File: config.mk
export PLATFORM = sky130hd
export DESIGN_NAME = multicycle_control
export DESIGN_NICKNAME = d
export VERILOG_FILES = /design/src/rtl/mips_ctrl_pkg.sv /design/src/rtl/multicycle_control_outputs.sv /design/src/rtl/multicycle_control.sv
export SDC_FILE = /design/constraint.sdc
export NUM_CORES = 1
export LEC_CHECK = 0
export BUFFER_PORTS_ARGS = -buffer_cell sky130_fd_sc_hd__buf_2
export CELL_PAD_IN_SITES_DETAIL_PLACEMENT = 0
export CELL_PAD_IN_SITES_GLOBAL_PLACEMENT = 2
export CORE_MARGIN = 3
export CORE_UTILIZATION = 28
export DETAILED_ROUTE_END_ITERATION = 8
export PLACE_DENSITY = 0.84
export SYNTH_ARGS = -nofsm -noshare
export SYNTH_HDL_FRONTEND = slang
export SYNTH_SLANG_ARGS = --single-unit
File: constraint.sdc
create_clock -name clk -period 4.5 [get_ports clk]
set_input_delay 0.675 -clock clk [delete_from_list [all_inputs] [get_ports clk]]
set_output_delay 0.675 -clock clk [all_outputs]
set_load 0.05 [all_outputs]
File: src/rtl/mips_ctrl_pkg.sv
// Shared encodings for the multicycle MIPS control path: opcodes, ALUOp codes,
// FSM states and datapath mux selects (also used by the ALU control decoder).
package mips_ctrl_pkg;

  localparam int OP_W = 6;

  localparam logic [5:0] OP_RTYPE = 6'h00;
  localparam logic [5:0] OP_J     = 6'h02;
  localparam logic [5:0] OP_JAL   = 6'h03;
  localparam logic [5:0] OP_BEQ   = 6'h04;
  localparam logic [5:0] OP_BNE   = 6'h05;
  localparam logic [5:0] OP_ADDI  = 6'h08;
  localparam logic [5:0] OP_ANDI  = 6'h0C;
  localparam logic [5:0] OP_ORI   = 6'h0D;
  localparam logic [5:0] OP_LUI   = 6'h0F;
  localparam logic [5:0] OP_LW    = 6'h23;
  localparam logic [5:0] OP_SW    = 6'h2B;
  localparam logic [5:0] FUNCT_JR = 6'h08;

  localparam logic [2:0] ALUOP_AND    = 3'b000;
  localparam logic [2:0] ALUOP_OR     = 3'b001;
  localparam logic [2:0] ALUOP_BRANCH = 3'b010;
  localparam logic [2:0] ALUOP_ADD    = 3'b100;
  localparam logic [2:0] ALUOP_LUI    = 3'b101;
  localparam logic [2:0] ALUOP_RTYPE  = 3'b111;

  localparam logic [1:0] PCSRC_ALU    = 2'd0;
  localparam logic [1:0] PCSRC_ALUOUT = 2'd1;
  localparam logic [1:0] PCSRC_JUMP   = 2'd2;
  localparam logic [1:0] PCSRC_RS     = 2'd3;

  localparam logic [1:0] REGDST_RT = 2'd0;
  localparam logic [1:0] REGDST_RD = 2'd1;
  localparam logic [1:0] REGDST_RA = 2'd2;

  localparam logic [1:0] MEMTOREG_ALUOUT = 2'd0;
  localparam logic [1:0] MEMTOREG_MDR    = 2'd1;
  localparam logic [1:0] MEMTOREG_PC     = 2'd2;

  localparam logic [1:0] ALUB_REG    = 2'd0;
  localparam logic [1:0] ALUB_FOUR   = 2'd1;
  localparam logic [1:0] ALUB_IMM    = 2'd2;
  localparam logic [1:0] ALUB_IMM_SH = 2'd3;

  typedef enum logic [3:0] {
    S_FETCH    = 4'd0,
    S_DECODE   = 4'd1,
    S_EXEC_R   = 4'd2,
    S_WB_R     = 4'd3,
    S_EXEC_I   = 4'd4,
    S_WB_I     = 4'd5,
    S_MEM_ADDR = 4'd6,
    S_MEM_RD   = 4'd7,
    S_WB_MEM   = 4'd8,
    S_MEM_WR   = 4'd9,
    S_BRANCH   = 4'd10,
    S_JUMP     = 4'd11,
    S_LINK     = 4'd12,
    S_JR       = 4'd13
  } state_t;

  function automatic logic [2:0] itype_alu_op(input logic [5:0] op);
    logic [2:0] r;
    case (op)
      OP_ANDI: r = ALUOP_AND;
      OP_ORI:  r = ALUOP_OR;
      OP_LUI:  r = ALUOP_LUI;
      default: r = ALUOP_ADD;
    endcase
    return r;
  endfunction

endpackage

File: src/rtl/multicycle_control_outputs.sv
// Combinational state -> control-word decoder; only FETCH looks at mem_ready,
// and BRANCH/EXEC_I look at the opcode latched in DECODE.
module multicycle_control_outputs
  import mips_ctrl_pkg::*;
(
  input  logic [3:0] i_state,
  input  logic       i_mem_ready,
  input  logic [5:0] i_opcode,
  output logic       o_pc_write,
  output logic       o_pc_write_cond,
  output logic       o_branch_ne,
  output logic [1:0] o_pc_src,
  output logic       o_i_or_d,
  output logic       o_mem_read,
  output logic       o_mem_write,
  output logic       o_ir_write,
  output logic [1:0] o_reg_dst,
  output logic [1:0] o_mem_to_reg,
  output logic       o_reg_write,
  output logic       o_alu_src_a,
  output logic [1:0] o_alu_src_b,
  output logic [2:0] o_alu_op
);

  // Decode the control word for the current state
  always_comb begin
    o_pc_write      = 1'b0;
    o_pc_write_cond = 1'b0;
    o_branch_ne     = 1'b0;
    o_pc_src        = PCSRC_ALU;
    o_i_or_d        = 1'b0;
    o_mem_read      = 1'b0;
    o_mem_write     = 1'b0;
    o_ir_write      = 1'b0;
    o_reg_dst       = REGDST_RT;
    o_mem_to_reg    = MEMTOREG_ALUOUT;
    o_reg_write     = 1'b0;
    o_alu_src_a     = 1'b0;
    o_alu_src_b     = ALUB_REG;
    o_alu_op        = ALUOP_AND;
    case (i_state)
      S_FETCH: begin
        o_mem_read  = 1'b1;
        o_alu_src_b = ALUB_FOUR;
        o_alu_op    = ALUOP_ADD;
        o_ir_write  = i_mem_ready;
        o_pc_write  = i_mem_ready;
      end
      S_DECODE: begin
        o_alu_src_b = ALUB_IMM_SH;
        o_alu_op    = ALUOP_ADD;
      end
      S_EXEC_R: begin
        o_alu_src_a = 1'b1;
        o_alu_op    = ALUOP_RTYPE;
      end
      S_WB_R: begin
        o_reg_dst   = REGDST_RD;
        o_reg_write = 1'b1;
      end
      S_EXEC_I: begin
        o_alu_src_a = 1'b1;
        o_alu_src_b = ALUB_IMM;
        o_alu_op    = itype_alu_op(i_opcode);
      end
      S_WB_I, S_WB_MEM: begin
        o_reg_write  = 1'b1;
        o_mem_to_reg = (i_state == S_WB_MEM) ? MEMTOREG_MDR : MEMTOREG_ALUOUT;
      end
      S_MEM_ADDR: begin
        o_alu_src_a = 1'b1;
        o_alu_src_b = ALUB_IMM;
        o_alu_op    = ALUOP_ADD;
      end
      S_MEM_RD: begin
        o_mem_read = 1'b1;
        o_i_or_d   = 1'b1;
      end
      S_MEM_WR: begin
        o_mem_write = 1'b1;
        o_i_or_d    = 1'b1;
      end
      S_BRANCH: begin
        o_alu_src_a     = 1'b1;
        o_alu_op        = ALUOP_BRANCH;
        o_pc_write_cond = 1'b1;
        o_pc_src        = PCSRC_ALUOUT;
        o_branch_ne     = (i_opcode == OP_BNE);
      end
      S_JUMP: begin
        o_pc_write = 1'b1;
        o_pc_src   = PCSRC_JUMP;
      end
`ifdef MULTICYCLE_LINK_EN
      S_LINK: begin
        o_reg_dst    = REGDST_RA;
        o_mem_to_reg = MEMTOREG_PC;
        o_reg_write  = 1'b1;
        o_pc_write   = 1'b1;
        o_pc_src     = PCSRC_JUMP;
      end
      S_JR: begin
        o_pc_write = 1'b1;
        o_pc_src   = PCSRC_RS;
      end
`endif
      default: begin
        o_pc_write = 1'b0;
      end
    endcase
  end

endmodule

File: src/rtl/multicycle_control.sv
// Multicycle MIPS main control FSM. Define MULTICYCLE_LINK_EN to add JAL (LINK)
// and JR states; otherwise JAL is illegal and JR is an ordinary R-type.
module multicycle_control
  import mips_ctrl_pkg::*;
#(
  parameter state_t RESET_STATE = S_FETCH,
  parameter int     OP_WIDTH    = OP_W
) (
  input  logic                clk,
  input  logic                reset,
  input  logic [OP_WIDTH-1:0] opcode,
  input  logic [5:0]          funct,
  input  logic                zero,
  input  logic                mem_ready,
  output logic                pc_write,
  output logic                pc_write_cond,
  output logic                branch_ne,
  output logic [1:0]          pc_src,
  output logic                i_or_d,
  output logic                mem_read,
  output logic                mem_write,
  output logic                ir_write,
  output logic [1:0]          reg_dst,
  output logic [1:0]          mem_to_reg,
  output logic                reg_write,
  output logic                alu_src_a,
  output logic [1:0]          alu_src_b,
  output logic [2:0]          alu_op,
  output logic                illegal_op,
  output logic [3:0]          state_o
);

  state_t              r_state;
  state_t              w_next_state;
  logic [OP_WIDTH-1:0] r_opcode;
  logic                r_illegal_op;
  logic                w_illegal;
  // The branch decision is made by the datapath; zero is not needed here.
  logic                w_unused_zero;

  assign w_unused_zero = zero;

`ifdef MULTICYCLE_LINK_EN
  logic [5:0] r_funct;
`else
  logic       w_unused_funct;
  assign w_unused_funct = ^funct;
`endif

  // Next-state selection; opcode is only consulted live in DECODE
  always_comb begin
    w_next_state = S_FETCH;
    w_illegal    = 1'b0;
    case (r_state)
      S_FETCH: begin
        if (mem_ready) w_next_state = S_DECODE;
        else           w_next_state = S_FETCH;
      end
      S_DECODE: begin
        case (opcode)
          OP_RTYPE:                         w_next_state = S_EXEC_R;
          OP_ADDI, OP_ANDI, OP_ORI, OP_LUI: w_next_state = S_EXEC_I;
          OP_LW, OP_SW:                     w_next_state = S_MEM_ADDR;
          OP_BEQ, OP_BNE:                   w_next_state = S_BRANCH;
          OP_J:                             w_next_state = S_JUMP;
`ifdef MULTICYCLE_LINK_EN
          OP_JAL:                           w_next_state = S_LINK;
`endif
          default: begin
            w_next_state = S_FETCH;
            w_illegal    = 1'b1;
          end
        endcase
      end
      S_EXEC_R: begin
`ifdef MULTICYCLE_LINK_EN
        if (r_funct == FUNCT_JR) w_next_state = S_JR;
        else                     w_next_state = S_WB_R;
`else
        w_next_state = S_WB_R;
`endif
      end
      S_EXEC_I:   w_next_state = S_WB_I;
      S_MEM_ADDR: w_next_state = (r_opcode == OP_LW) ? S_MEM_RD : S_MEM_WR;
      S_MEM_RD: begin
        if (mem_ready) w_next_state = S_WB_MEM;
        else           w_next_state = S_MEM_RD;
      end
      S_MEM_WR: begin
        if (mem_ready) w_next_state = S_FETCH;
        else           w_next_state = S_MEM_WR;
      end
      default: w_next_state = S_FETCH;
    endcase
  end

  // State register, opcode/funct capture in DECODE, illegal-op pulse
  always_ff @(posedge clk or negedge reset) begin
    if (!reset) begin
      r_state      <= RESET_STATE;
      r_opcode     <= '0;
      r_illegal_op <= 1'b0;
`ifdef MULTICYCLE_LINK_EN
      r_funct      <= 6'd0;
`endif
    end else begin
      r_state      <= w_next_state;
      r_illegal_op <= w_illegal;
      if (r_state == S_DECODE) begin
        r_opcode <= opcode;
`ifdef MULTICYCLE_LINK_EN
        r_funct  <= funct;
`endif
      end
    end
  end

  assign illegal_op = r_illegal_op;
  assign state_o    = r_state;

  multicycle_control_outputs u_outputs (
    .i_state         (r_state),
    .i_mem_ready     (mem_ready),
    .i_opcode        (r_opcode),
    .o_pc_write      (pc_write),
    .o_pc_write_cond (pc_write_cond),
    .o_branch_ne     (branch_ne),
    .o_pc_src        (pc_src),
    .o_i_or_d        (i_or_d),
    .o_mem_read      (mem_read),
    .o_mem_write     (mem_write),
    .o_ir_write      (ir_write),
    .o_reg_dst       (reg_dst),
    .o_mem_to_reg    (mem_to_reg),
    .o_reg_write     (reg_write),
    .o_alu_src_a     (alu_src_a),
    .o_alu_src_b     (alu_src_b),
    .o_alu_op        (alu_op)
  );

endmodule
; Yosys cells after proc, flatten, opt, wreduce, memory -nomap -nowiden
; Index checks and enable logic that the tools add are counted.
; Widths: inputs -> output; s select.
[totals]
in_bits = 16
wordCells = 65
regBits = 11
out_inout_bits = 25
[op_classes]
mux = 24
eq_ne = 25
reduce_logical = 13
[op_table]
columns = cell, n
row1 = $eq 6x4->1 const B, 7
row2 = $pmux 4 s7, 1
row3 = $pmux 4 s5, 1
row4 = $eq 6x3->1 const B, 3
row5 = $eq 6x6->1 const B, 3
row6 = $eq 4x3->1 const B, 4
row7 = $eq 4x4->1 const B, 4
row8 = $mux 1, 13
row9 = $mux 4, 3
row10 = $pmux 3 s4, 1
row11 = $reduce_or 2->1, 6
row12 = $reduce_or 10->1, 1
row13 = $pmux 3 s3, 1
row14 = $eq 4x2->1 const B, 2
row15 = $reduce_or 4->1, 2
row16 = $eq 6x2->1 const B, 1
row17 = $logic_not 6->1, 1
row18 = $pmux 2 s3, 1
row19 = $reduce_or 3->1, 2
row20 = $eq 4x1->1 const B, 1
row21 = $logic_not 4->1, 1
row22 = $pmux 2 s2, 1
row23 = $mux 2, 1
row24 = $pmux 1 s2, 1

; Depth between registers and ports, before layout
; Gate-level depths: netlist of the first run.
[logic_depth]
ltp_word = 4
ltp_mapped = 5
mapped_depth_nobuf = 4

; Hierarchy
; Synthesis of the first run repeated with hierarchy kept, for this count alone.
[hier_totals]
cells_unflattened = 106
hier_area_um2 = 933.4
[modules_own_cells]
columns = mod, cells_per_inst, area_each_um2, n_inst, seq_area_each_um2
row1 = multicycle_control, 58, 628.1, 1, 275.3
row2 = multicycle_control_outputs, 48, 305.3, 1, 0.0

; Least setup slack after synthesis of the first run
; No wires, ideal clock.
[synth_path]
kind = register -> output
from = register r_state[1] (netlist: state_o[1])
to = output port alu_op[0]
setup_slack_ps = 1646
path_stages_with_launch = 5
arrival_ps = 2179
path_buffers = 1
required_time_ps = 3825
cell_sequence = dfrtp_1 clkbuf_8 nor3b_1 a31oi_1 nor3_1
[synth_via]
elab_chain_cells = 3
word_cells_on_any_way = 8
cone_classes = 5 x eq/ne / 1 x mux / 2 x reduce/logical
[synth_rtl]
columns = element, line
row1 = from (decl), multicycle_control.sv:33  ; state_t r_state;
row2 = from (signal assigned), multicycle_control.sv:107  ; r_state <= w_next_state;
row3 = "$eq 4x1->1, or another cell as far along", multicycle_control_outputs.sv:41  ; case (i_state)
row4 = $reduce_or 3->1 (no line), n/a
row5 = $pmux 3 s4 (*), multicycle_control_outputs.sv:41
row6 = to (decl), multicycle_control.sv:28  ; output logic [2:0] alu_op,
; Mark *: on every way between the ends. The rest lies on a longest branch, timed or not.

; Worst setup path in the final report of the first run
[layout_path]
from = register r_state[3] (netlist: state_o[3])
to = output port branch_ne
[layout_via]
elab_chain_cells = 2
[layout_rtl]
columns = element, line
row1 = $eq 4x4->1, multicycle_control_outputs.sv:41
row2 = $mux 1, multicycle_control_outputs.sv:41
row3 = to (decl), multicycle_control.sv:17  ; output logic branch_ne,
; Every way passes these cells.

==> impl_metrics.json, run 1 <==
{
  "run_status": "completed",
  "synth_top_flop_cell": "dfrtp_1",
  "via_per_inst": 4.85,
  "slowest_stage": "dfrtp_1",
  "dpl.hpwl_mm": 1.72,
  "track_usage_pct": 11.3,
  "fmax_mhz": 376,
  "ir_drop_uv": 271,
  "row_count": 20,
  "clk_pin_slew_ns": 0.07,
  "powerDensity_nw_per_um2": 578,
  "slowest_delay_ns": 0.71,
  "drv_slew": 0,
  "start_kind": "flop",
  "fp.dieW_um": 64.0,
  "grt_max_degree": 20,
  "gp_congestion": 0.732,
  "crit_family": "simple AND/OR/NAND/NOR gates",
  "seq_area_frac_synth_pct": 29.2,
  "max-slew-margin-rel_pct": 59.1,
  "cts.sinks": 11,
  "syn2layout_area_growth_pct": 14.1,
  "yosys_register_bits": 11,
  "crit_arrival_ns": 1.99,
  "final_util_pct": 34.4,
  "wirelength_mm": 2.25,
  "ctsResizeCount": 0,
  "synthCells": 111,
  "p_leak_uw": 0.000484,
  "rsz0062_at_grt": "false",
  "layout_common_cells": "buf_2 (31), nor2_1 (16), nor3_1 (14)",
  "first_global_vias": 794,
  "cts_buffer_depth": 2,
  "synth_cell_type_count": 31,
  "post-cts-setup-buffers": 0,
  "root_buffer": "clkbuf_4",
  "hold_class": "in2async",
  "worstMarginPinSlew_ns": 0.613,
  "synth_area_um2": 943,
  "die_h_um": 64.0,
  "firstDrtPassIters": 4,
  "numCtsBuffers": 3,
  "grt_pass1_wl_mm": 3.72,
  "critPathBufInv": 1,
  "grt-ovfl-total": 0,
  "antenna_found_initial": 0,
  "coreArea_um2": 3130,
  "dieArea_um2": 4100,
  "insertedDiodeCount": 0,
  "period_needed_ns": 2.66,
  "worstPathMaxFanout": 18,
  "critPathKind": "reg2out",
  "hold_buffers": 0,
  "wl_per_cell_um": 12.4,
  "hold_violations": 0,
  "crit_required_ns": 3.83,
  "initial_core_util_pct": 30.2,
  "synth_edf_count": 0,
  "ant_nets": 0,
  "crit_chain": "nand2b_1, nor3_1, and4bb_2, buf_2",
  "syn_avg_cell_area_um2": 8.50,
  "htree_levels": 1,
  "nNetsFinal": 154,
  "post-route-period-util_pct": 59.1,
  "pin_count": 41,
  "finalSetupViolations": 0,
  "yosysWarnings": 0,
  "cts_tree": "yes",
  "maxCapViolations": 0,
  "async_flop_share_pct": 100,
  "vias": 878,
  "final_common_cell": "buf_2",
  "drive_above_1_share_pct": 32.8,
  "setup_tns_ns": 0,
  "clk_latency_ns": 0.26,
  "end_kind": "primary output",
  "drt-initial-drc-count": 32,
  "route.detailed.drc": 0,
  "portBuffers": 31,
  "fin_skew_ns": 0.00157
}
area by class of cell:
class	count	area [µm²]
inverter	1	3.75
fill	366	2050
multi-input combinational	90	561
tap	44	55.1
clock buffer	4	26.3
timing repair buffer	31	155
sequential	11	275
flip-flops by register name, indices dropped and copies added (netlist names):
| signal | cells |
|---|---|
| state_o | 4 |
| r_opcode | 6 |
| illegal_op | 1 |
through the flow:
| step | instances | power (µW) | setup WS [ns] | hold slack [ns] | area (µm²) |
|---|---|---|---|---|---|
| after global routing | 181 | 662 | 1.67 | 0.275 | 1080 |
| after global placement | 177 | 555 | 2.11 | 0.515 | 1050 |
| after detailed placement | 177 | 561 | 2.10 | 0.535 | 1050 |
| final | 181 | 621 | 1.84 | 0.269 | 1080 |
| after floorplan | 112 | 506 | 1.65 | 0.379 | 947 |
| after CTS | 181 | 629 | 1.79 | 0.263 | 1080 |
per-layer routing:
metal  vias to the layer above  track usage, %  wire [µm]
li1                        452               -          -
met1                       400            15.5       1100
met2                        24            17.8       1020
met3                         2            1.76        121
met4                         0            4.04         10
met5                         -               0          0
worst paths after layout:
path	startpoint	slack (ns)	to	depth (start not counted)
max in group asynchronous	reset	4.03	r_opcode[0]	1
worst max register to register	state_o[0]	2.76	r_opcode[5]	3
worst min register to register	r_opcode[4]	0.55	r_opcode[4]	1
min in group clk	r_opcode[4]	0.55	r_opcode[4]	1
worst max-delay path	state_o[3]	1.84	branch_ne	4
worst min-delay path	reset	0.27	state_o[3]	1
cells in the mapped netlist (all sizes together) (2+ instances only):
cell type,number,area [µm²]
buf,6,52.6
a31oi,3,18.8
o22ai,3,18.8
nand3,3,15.0
dfrtp,11,275
nor2b,4,25.0
nor4b,3,26.3
nand2b,7,51.3
nand2,3,11.3
o21ai,7,35.0
nor2,16,60.1
a21oi,5,25.0
mux2,7,78.8
or3,2,12.5
clkbuf,4,55.1
nor3,15,86.3
worst register-to-register path: cells and delay by family (launching register included):
kind             cells  cell delay [ns]
and+or+nand+nor      2             0.53
muxes                1             0.39
DFF                  1             0.71
report_power, final:
group          leakage, µW  internal (µW)  switching (µW)
Sequential        0.000137            137            62.9
Clock            0.0000150           34.3            30.5
Combinational     0.000332            123             234
Total             0.000484            294             328
logic make-up (layout without fill, tap and decap cells):
logic type             Yosys count  count (layout)  synth area share [%]
and+or+nand+nor                 60              60                  37.4
other                            1               2                 0.397
buffers and inverters           11              36                  11.8
muxes                            7               7                  8.36
DFF                             11              11                  29.2
AOI/OAI and AO/OA               21              21                  12.9
No activity file was read; power rests on OpenSTA's default activity.
==> run 2, diff against run 1 <==
Settings changed: CORE_UTILIZATION 28 to 23, PLACE_DENSITY 0.84 to 0.74.
Clock period 4.5 ns to 2.26 ns, I/O delays scaled along.
==> impl_metrics.json, run 2 (synthesis gave the netlist of run 1 again) <==
{
  "numCtsBuffers": 3,
  "via_per_inst": 4.77,
  "dpl-instance-area_um2": 1120,
  "slowest_stage": "or3b_4",
  "setup_tns_ns": 0,
  "ir_drop_uv": 529,
  "grt-ovfl-total": 0,
  "drv_slew": 0,
  "syn2layout_area_growth_pct": 25.2,
  "critPathBufInv": 1,
  "dieArea_um2": 4910,
  "die_h_um": 70.0,
  "grt_pass1_wl_mm": 4.24,
  "gp_congestion": 0.773,
  "cts_buffer_depth": 2,
  "route.detailed.drc": 0,
  "crit_arrival_ns": 1.74,
  "critPathKind": "reg2out",
  "setup_ws_ns": 0.177,
  "maxCapViolations": 0,
  "row_count": 22,
  "worstPathMaxFanout": 3,
  "hold_violations": 0,
  "fin_skew_ns": 0.000995,
  "crit_chain": "or3b_4, nor3b_1, a31oi_1, nor3_2, clkbuf_4",
  "max-slew-margin-rel_pct": 60.1,
  "startpoint": "r_opcode[5]",
  "start_kind": "flop",
  "antenna_found_initial": 0,
  "regMostFlops": "r_opcode",
  "layout_common_cells": "buf_2 (30), nor2_1 (15), dfrtp_1 (10)",
  "initial_core_util_pct": 24.8,
  "portBuffers": 31,
  "firstDrtPassIters": 4,
  "clk_pin_slew_ns": 0.05,
  "finalSetupViolations": 0,
  "first_global_vias": 811,
  "coreArea_um2": 3800,
  "slowest_delay_ns": 0.42,
  "reg2reg_slack_ns": 0.54,
  "rsz0062_at_grt": "false",
  "drt-initial-drc-count": 48,
  "finalPower_uw": 1360,
  "place_ws_ns": 0.379,
  "dpl.hpwl_mm": 1.95,
  "root_buffer": "clkbuf_8",
  "ant_nets": 0,
  "path_depth": 5,
  "p_leak_uw": 0.000532,
  "fmax_mhz": 480,
  "rr_worst_depth": 4,
  "clk_latency_ns": 0.23,
  "crit_family": "simple AND/OR/NAND/NOR gates",
  "period_needed_ns": 2.08,
  "htree_levels": 1,
  "crit_required_ns": 1.92,
  "fp.dieW_um": 70.0,
  "cts.sinks": 11,
  "largest_reg_flops": 6,
  "hold_class": "in2reg",
  "r2r_end": "state_o[1]",
  "post-cts-setup-buffers": 0,
  "vias": 906,
  "end_kind": "primary output",
  "insertedDiodeCount": 0,
  "wirelength_mm": 2.59,
  "stdcell_area_um2": 1180,
  "rr_startpoint": "state_o[0]",
  "track_usage_pct": 10.5,
  "final_common_cell": "buf_2",
  "wl_per_cell_um": 13.6,
  "drive_above_1_share_pct": 40.8,
  "final_util_pct": 31.1,
  "pin_count": 41,
  "run_status": "completed",
  "cts_tree": "yes",
  "crit_end": "alu_op[0]",
  "grt_max_degree": 14,
  "post-route-period-util_pct": 92.2,
  "powerDensity_nw_per_um2": 1150,
  "nNetsFinal": 159,
  "worstMarginPinSlew_ns": 0.590
}
## run 2: cell count changes in the layout (fill, tap and decap cells not counted), moves of 2 or more
cell / delta
buf_4: +4
clkbuf_4: -2
nor3_2: +5
nor3_1: -5
clkbuf_8: +3
## run 2: worst min path at each step
stage                    from           to  slack [ns]  depth (start not counted)
floorplan               reset   illegal_op        0.04                          0
global placement        reset  r_opcode[1]        0.22                          1
detailed placement      reset   illegal_op        0.22                          1
CTS                 opcode[4]   illegal_op        0.38                          2
global route        opcode[4]   illegal_op        0.40                          2
finish              opcode[4]   illegal_op        0.39                          2
## run 2: per-stage QoR
step | hold WS (ns) | instances
after floorplan | 0.0434 | 112
after global placement | 0.220 | 185
after detailed placement | 0.223 | 185
after CTS | 0.376 | 190
after global routing | 0.404 | 190
final | 0.386 | 190
## run 2: cell type report
class | count | area, µm²
fill | 409 | 2620
multi-input combinational | 90 | 598
sequential | 11 | 277
timing repair buffer | 36 | 198
tap | 48 | 60.1
clock buffer | 4 | 45.0
inverter | 1 | 3.75
## run 2: routing by layer
layer / vias up / share of wire [%] / track usage (%) / wire, µm
li1: 458 / - / - / -
met1: 423 / 51 / 15.8 / 1330
met2: 25 / 44 / 15.4 / 1140
met3: 0 / 4.9 / 1.73 / 126
met4: 0 / 0 / 2.55 / 0
met5: - / 0 / 0 / 0
## run 2: timing repair
item | CTS | global route
resized for setup | 0 | 3
endpoints found under the hold margin | 11 | 0
endpoints found under the setup margin | 0 | 2
hold buffers | 1 | 0
## run 2: where the power goes
group	switching (µW)	internal (µW)	total (µW)
logic	514	273	787
clock network	66.3	123	190
registers	107	274	381
